<file path="src/rtl/rv32m_pkg.sv">
`timescale 1ns/1ps
`default_nettype none
// ============================================================================
//  Module      : rv32m_pkg
//  Description : Shared definitions for the RV32M multiply path. It holds the
//                funct3[1:0] op encodings, the stage-1 payload struct and a
//                helper that forms a two's-complement magnitude.
//  Revision    : 1.0 - initial release
// ============================================================================
package rv32m_pkg;

  localparam logic [1:0] MUL_OP_MUL    = 2'b00;
  localparam logic [1:0] MUL_OP_MULH   = 2'b01;
  localparam logic [1:0] MUL_OP_MULHSU = 2'b10;
  localparam logic [1:0] MUL_OP_MULHU  = 2'b11;

  // Width of the tag field in the shared payload struct. Units that carry a
  // narrower or equal tag size-cast into and out of this field.
  localparam int RV32M_TAG_W = 5;

  typedef struct packed {
    logic [31:0]            mag_a;
    logic [31:0]            mag_b;
    logic                   neg;
    logic                   sel_hi;
    logic [RV32M_TAG_W-1:0] tag;
  } s1_payload_t;

  // Conditional 32-bit negate. 0x80000000 maps onto itself, and that is the
  // correct unsigned magnitude of -2^31.
  function automatic logic [31:0] rv32m_mag(input logic [31:0] v, input logic neg);
    return neg ? (~v + 32'd1) : v;
  endfunction

endpackage
`default_nettype wire

</file>
<file path="src/rtl/rv32m_sign_fix.sv">
`timescale 1ns/1ps
`default_nettype none
// ============================================================================
//  Module      : rv32m_sign_fix
//  Description : Applies a conditional two's-complement negate to a 64-bit
//                unsigned product and selects its high or low word. The
//                divide unit shares this block.
//  Ports       : prod_i   - unsigned 64-bit magnitude
//                neg_i    - negate the magnitude
//                sel_hi_i - 1 selects bits [63:32], 0 selects bits [31:0]
//                word_o   - selected 32-bit word
//  Revision    : 1.0 - initial release
// ============================================================================
module rv32m_sign_fix (
  input  logic [63:0] prod_i,
  input  logic        neg_i,
  input  logic        sel_hi_i,
  output logic [31:0] word_o
);

  logic [63:0] fixed_w;

  assign fixed_w = neg_i ? (~prod_i + 64'd1) : prod_i;
  assign word_o  = sel_hi_i ? fixed_w[63:32] : fixed_w[31:0];

endmodule
`default_nettype wire

</file>
<file path="src/rtl/rv32m_umul32.sv">
`timescale 1ns/1ps
`default_nettype none
// ============================================================================
//  Module      : rv32m_umul32
//  Description : Unsigned 32x32 -> 64 multiply core (combinational).
//  Ports       : a_i, b_i  - unsigned operands
//                p_o       - full 64-bit product
//  Revision    : 1.0 - initial release
// ============================================================================
module rv32m_umul32 (
  input  logic [31:0] a_i,
  input  logic [31:0] b_i,
  output logic [63:0] p_o
);

  assign p_o = {32'd0, a_i} * {32'd0, b_i};

endmodule
`default_nettype wire

</file>
<file path="src/rtl/rv32m_mul_unit.sv">
`timescale 1ns/1ps
`default_nettype none
// ============================================================================
//  Module      : rv32m_mul_unit
//  Description : Two-stage elastic RV32M MUL/MULH/MULHSU/MULHU unit.
//                S1 captures the operand magnitudes and the result sign.
//                S2 captures the unsigned 64-bit product. The output word is
//                the sign-fixed selection of the S2 register.
//  Ports       : clk, clrn (async active-low reset), flush
//                in_valid/in_ready, op, rs1, rs2, in_tag  - request side
//                out_valid/out_ready, result, out_tag     - response side
//                busy                                     - either stage full
//  Option      : `define RV32M_MUL_PERF_CNT_EN adds the 32-bit mul_count
//                output, which counts retired results.
//  Revision    : 1.0 - initial release
// ============================================================================
module rv32m_mul_unit
  import rv32m_pkg::*;
#(
  parameter int TAG_W = 5
) (
  input  logic             clk,
  input  logic             clrn,
  input  logic             flush,
  input  logic             in_valid,
  output logic             in_ready,
  input  logic [1:0]       op,
  input  logic [31:0]      rs1,
  input  logic [31:0]      rs2,
  input  logic [TAG_W-1:0] in_tag,
  output logic             out_valid,
  input  logic             out_ready,
  output logic [31:0]      result,
  output logic [TAG_W-1:0] out_tag,
  output logic             busy
`ifdef RV32M_MUL_PERF_CNT_EN
  ,
  output logic [31:0]      mul_count
`endif
);

  logic        s1_valid_q;
  s1_payload_t s1_q;
  s1_payload_t s1_d;

  logic             s2_valid_q;
  logic [63:0]      s2_prod_q;
  logic             s2_neg_q;
  logic             s2_sel_hi_q;
  logic [TAG_W-1:0] s2_tag_q;

  logic        a_neg_w;
  logic        b_neg_w;
  logic        s1_adv_w;
  logic        s2_adv_w;
  logic [63:0] prod_w;

  // MUL uses unsigned operands because the low word does not depend on sign.
  always_comb begin
    a_neg_w      = ((op == MUL_OP_MULH) || (op == MUL_OP_MULHSU)) & rs1[31];
    b_neg_w      = (op == MUL_OP_MULH) & rs2[31];
    s1_d         = '0;
    s1_d.mag_a   = rv32m_mag(rs1, a_neg_w);
    s1_d.mag_b   = rv32m_mag(rs2, b_neg_w);
    s1_d.neg     = a_neg_w ^ b_neg_w;
    s1_d.sel_hi  = (op != MUL_OP_MUL);
    s1_d.tag     = RV32M_TAG_W'(in_tag);
  end

  assign s2_adv_w  = !s2_valid_q | out_ready;
  assign s1_adv_w  = !s1_valid_q | s2_adv_w;
  assign in_ready  = s1_adv_w;
  assign out_valid = s2_valid_q;
  assign busy      = s1_valid_q | s2_valid_q;

  rv32m_umul32 u_umul (
    .a_i (s1_q.mag_a),
    .b_i (s1_q.mag_b),
    .p_o (prod_w)
  );

  // A flush clears only the valid bits. The payload registers keep their
  // values, so result stays stable while out_valid is low.
  always_ff @(posedge clk or negedge clrn) begin
    if (!clrn) begin
      s1_valid_q  <= 1'b0;
      s1_q        <= '0;
      s2_valid_q  <= 1'b0;
      s2_prod_q   <= 64'd0;
      s2_neg_q    <= 1'b0;
      s2_sel_hi_q <= 1'b0;
      s2_tag_q    <= '0;
    end else if (flush) begin
      s1_valid_q <= 1'b0;
      s2_valid_q <= 1'b0;
    end else begin
      if (s1_adv_w) begin
        s1_valid_q <= in_valid;
        if (in_valid) begin
          s1_q <= s1_d;
        end
      end
      if (s2_adv_w) begin
        s2_valid_q <= s1_valid_q;
        if (s1_valid_q) begin
          s2_prod_q   <= prod_w;
          s2_neg_q    <= s1_q.neg;
          s2_sel_hi_q <= s1_q.sel_hi;
          s2_tag_q    <= TAG_W'(s1_q.tag);
        end
      end
    end
  end

  rv32m_sign_fix u_sign_fix (
    .prod_i   (s2_prod_q),
    .neg_i    (s2_neg_q),
    .sel_hi_i (s2_sel_hi_q),
    .word_o   (result)
  );

  assign out_tag = s2_tag_q;

`ifdef RV32M_MUL_PERF_CNT_EN
  logic [31:0] mul_count_q;

  always_ff @(posedge clk or negedge clrn) begin
    if (!clrn) begin
      mul_count_q <= 32'd0;
    end else if (s2_valid_q & out_ready & !flush) begin
      mul_count_q <= mul_count_q + 32'd1;
    end
  end

  assign mul_count = mul_count_q;
`endif

endmodule
`default_nettype wire

</file>
<file path="config.mk">
export PLATFORM = sky130hd
export DESIGN_NAME = rv32m_mul_unit
export DESIGN_NICKNAME = d
export VERILOG_FILES = /design/src/rtl/rv32m_pkg.sv /design/src/rtl/rv32m_sign_fix.sv /design/src/rtl/rv32m_umul32.sv /design/src/rtl/rv32m_mul_unit.sv
export SDC_FILE = /design/constraint.sdc
export NUM_CORES = 2
export LEC_CHECK = 0
export ABC_AREA = 0
export CAP_MARGIN = 30
export CELL_PAD_IN_SITES_DETAIL_PLACEMENT = 0
export CELL_PAD_IN_SITES_GLOBAL_PLACEMENT = 1
export CORE_MARGIN = 2
export CORE_UTILIZATION = 46
export CTS_CLUSTER_SIZE = 12
export DETAILED_ROUTE_END_ITERATION = 16
export PLACE_DENSITY = 0.82
export SLEW_MARGIN = 10
export SYNTH_ARGS = -nofsm -noshare
export SYNTH_HDL_FRONTEND = slang
export SYNTH_SLANG_ARGS = --single-unit
</file>
<file path="constraint.sdc">
create_clock -name clk -period 7.4 [get_ports clk]
set_clock_uncertainty 0.1 [all_clocks]
set_input_delay 1.48 -clock clk [delete_from_list [all_inputs] [get_ports clk]]
set_output_delay 1.48 -clock clk [all_outputs]
set_load 0.01 [all_outputs]
</file>
==> flow_summary.toml <==
[clocking]
cts_root_buf = "clkbuf_16"
insertion_delay_ns = 0.49
cts-hold-fix-buffers = 0
cts_buffers = 17
path_clk_slew_ns = 0.07
htreeDepth = 4
cts_tree = "built"
clock_path_buffers = 2
clkSinkCount = 144

[synthesis]
yosysSeqAreaShare = 0.08645
async_reset_ff_frac = 1.000
synth_edf_count = 0
syn_nets = 5921
synth.avg_cell_area_um2 = 8.905
synth_area_mm2 = 0.04168
synth_ff_type = "dfrtp_1"
yosys_warnings = 0
postSynthCellCount = 4681
yosysUniqueCellTypes = 71
synth-seq-cells = 144

[setup_path]
end_kind = "register"
critPathMaxFanout = 5
worstSetupPathType = "reg2reg"
r2r_slack_ns = -0.14
crit_path_max_incr_delay_ns = 0.60
crit_slowest_cell = "fa_2"
arrival_ns = 7.85
reg2regPathDepth = 28
cpMostUsedCell = "fa_1"
start_kind = "register"
crit_required_ns = 7.71
r2r_start = "s1_q[52]"
r2r_end = "s2_prod_q[62]"

[floorplan]
die_area_mm2 = 0.09304
core_mm2 = 0.08987
start_util = 0.4638
die_x_um = 305.0
rows = 110
die_h_um = 305.0
top_level_ports = 116

[global_routing]
grt_start_max_net_pins = 129
grt_use_total = 0.2538
overflow = 0
grt_pass1_wl_um = 185900
antenna_found_initial = 1
grt_pass1_vias = 34390

[timing]
fmax_ghz = 0.1326
fin_crit_sh = 1.019
timing.final.ws_setup_ns = -0.1415
maxSlewViolCount = 0
timing.hold.ws_ns = 0.3615
layout_min_cycle_time_ns = 7.541
rsz0062_at_grt = "yes"
tightest_slew_ns = 0.8882
finalHoldViolCount = 0
setup_viol = 10
relSlewSlack = 0.4079

[worst_hold_path]
min_path_type = "reg2reg"
holdPathStages = 2
min-delay-start = "s1_q[3]"
hold-path-endpoint = "out_tag[3]"

[route]
drtPass1Iterations = 7
drt_iter0_markers = 2001
drt-vias-per-instance = 5.229
final_antenna_net_count = 0
drc = 0
wl_per_cell_um = 18.61
routed_wl_um = 115400
num_vias = 32420

[cells_and_area]
final_cells = 6199
mostFrequentLayoutCells = "inv_1, fa_1, nand2_1, and2_1, buf_4"
nets = 6249
layout-drive-gt1-share = 0.1517
final_area_mm2 = 0.04920
area_delta_synth_final_pct = 18.04
n_fill_cell = 7995
final_common_cell = "inv_1"

[job]
cap_violations = 0

[run_status]
status = "finished with violations"
violations = "negative setup slack"

[placed_design]
port_buffers = 115
placedInstanceArea_mm2 = 0.04623
hpwl_um = 95560
gp_congestion = 0.9221
dpl.cell_count = 6049
synthesized netlist by cell type, drive strengths merged, types with 2 or more instances:
cell | number | area (um^2)
a2111oi | 2 | 17.52
a211oi | 7 | 52.55
a21boi | 6 | 45.04
a21o | 37 | 277.8
a21oi | 126 | 634.4
a31oi | 8 | 50.05
and2 | 631 | 3948
and3 | 9 | 56.30
and3b | 3 | 26.28
buf | 9 | 35.03
clkbuf | 263 | 1017
dfrtp | 144 | 3603
fa | 896 | 17940
ha | 268 | 3353
inv | 880 | 3303
mux2 | 7 | 78.83
mux2i | 2 | 20.02
nand2 | 651 | 2444
nand2b | 12 | 75.07
nand3 | 26 | 130.1
nand3b | 5 | 37.54
nand4 | 29 | 187.7
nor2 | 83 | 311.6
nor2b | 8 | 50.05
nor3 | 29 | 145.1
nor3b | 3 | 22.52
nor4 | 19 | 133.9
nor4b | 2 | 23.77
o2111ai | 2 | 17.52
o211ai | 10 | 75.07
o21a | 6 | 45.04
o21ai | 201 | 1006
o21bai | 10 | 75.07
o221a | 2 | 22.52
o22ai | 2 | 12.51
o31a | 3 | 27.53
o31ai | 29 | 231.5
o41ai | 16 | 147.7
or2 | 4 | 25.02
or3 | 20 | 138.9
or3b | 4 | 35.03
or4 | 18 | 146.4
xnor2 | 94 | 823.3
xor2 | 81 | 709.4
worst max path at each step:
stage | start | end | slack, ns
after detailed placement | s1_q[13] | s2_prod_q[59] | -0.68
final | s1_q[52] | s2_prod_q[62] | -0.14
after global routing | s1_q[24] | s2_prod_q[59] | -0.36
after floorplan | s1_q[9] | s2_prod_q[54] | 0.15
after CTS | s1_q[54] | s2_prod_q[59] | -0.08
after global placement | s1_q[13] | s2_prod_q[59] | -0.59
cell families after synthesis:
family                   Yosys count  synth area share
AND/OR/NAND/NOR                 1558            0.1909
adder cells (fa/ha/maj)         1164            0.5108
buffers and inverters           1153            0.1047
AO/OA/AOI/OAI                    478           0.06805
XOR/XNOR                         175           0.03677
flip-flops                       144           0.08645
multiplexers                       9          0.002372
per-layer routing:
metal,track usage,up-vias,wire (um)
met4,0.1185,2,5624
met2,0.4357,837,57720
met1,0.3249,16600,47270
met3,0.02343,220,4720
met5,0,-,13
li1,-,14760,-
final cells by class:
| class | count | area [um^2] | share of cell area |
|---|---|---|---|
| clock buffers | 17 | 425.4 | 0.008646 |
| flip-flops and latches | 144 | 3640 | 0.07397 |
| well taps | 1176 | 1471 | 0.02990 |
| clock inverters | 15 | 162.7 | 0.003306 |
| inverters | 880 | 3303 | 0.06713 |
| diodes | 1 | 2.502 | 0.00005086 |
| multi-input cells | 3384 | 34760 | 0.7064 |
| repair buffers | 582 | 5443 | 0.1106 |
flip-flops by register name, indices dropped and copies added (netlist names):
register,flops
s2_prod_q,64
s2_sel_hi_q,1
out_tag,5
s1_valid_q,1
s1_q,71
out_valid,1
s2_neg_q,1
critical path, delay by kind of cell (launching register included):
| family | cells | cell delay (ns) |
|---|---|---|
| DFF | 1 | 0.42 |
| and+or+nand+nor | 5 | 0.96 |
| adders and majority gates | 9 | 4.41 |
| buffers and inverters | 9 | 0.82 |
| AOI/OAI and AO/OA | 5 | 0.75 |
per-stage QoR:
step	setup WS, ns	util	setup TNS (ns)
global placement	-0.5906	0.5144	-7.806
detailed placement	-0.6762	0.5144	-8.641
CTS	-0.08330	0.5350	-0.3157
finish	-0.1415	0.5475	-0.7162
global route	-0.3624	0.5474	-4.618
floorplan	0.1461	-	0
what timing repair did:
item / 4_1_cts / 5_1_grt
endpoints found under the setup margin: 28 / 36
cloned: 2 / 0
resized for setup: 156 / 191
hold endpoints to repair: 0 / 0
buffers inserted: 67 / 51
pin swaps: 106 / 163
Power is left out: the tool's default activity adds up to more than one toggle a clock period on the data nets, which glitch-free logic cannot reach.
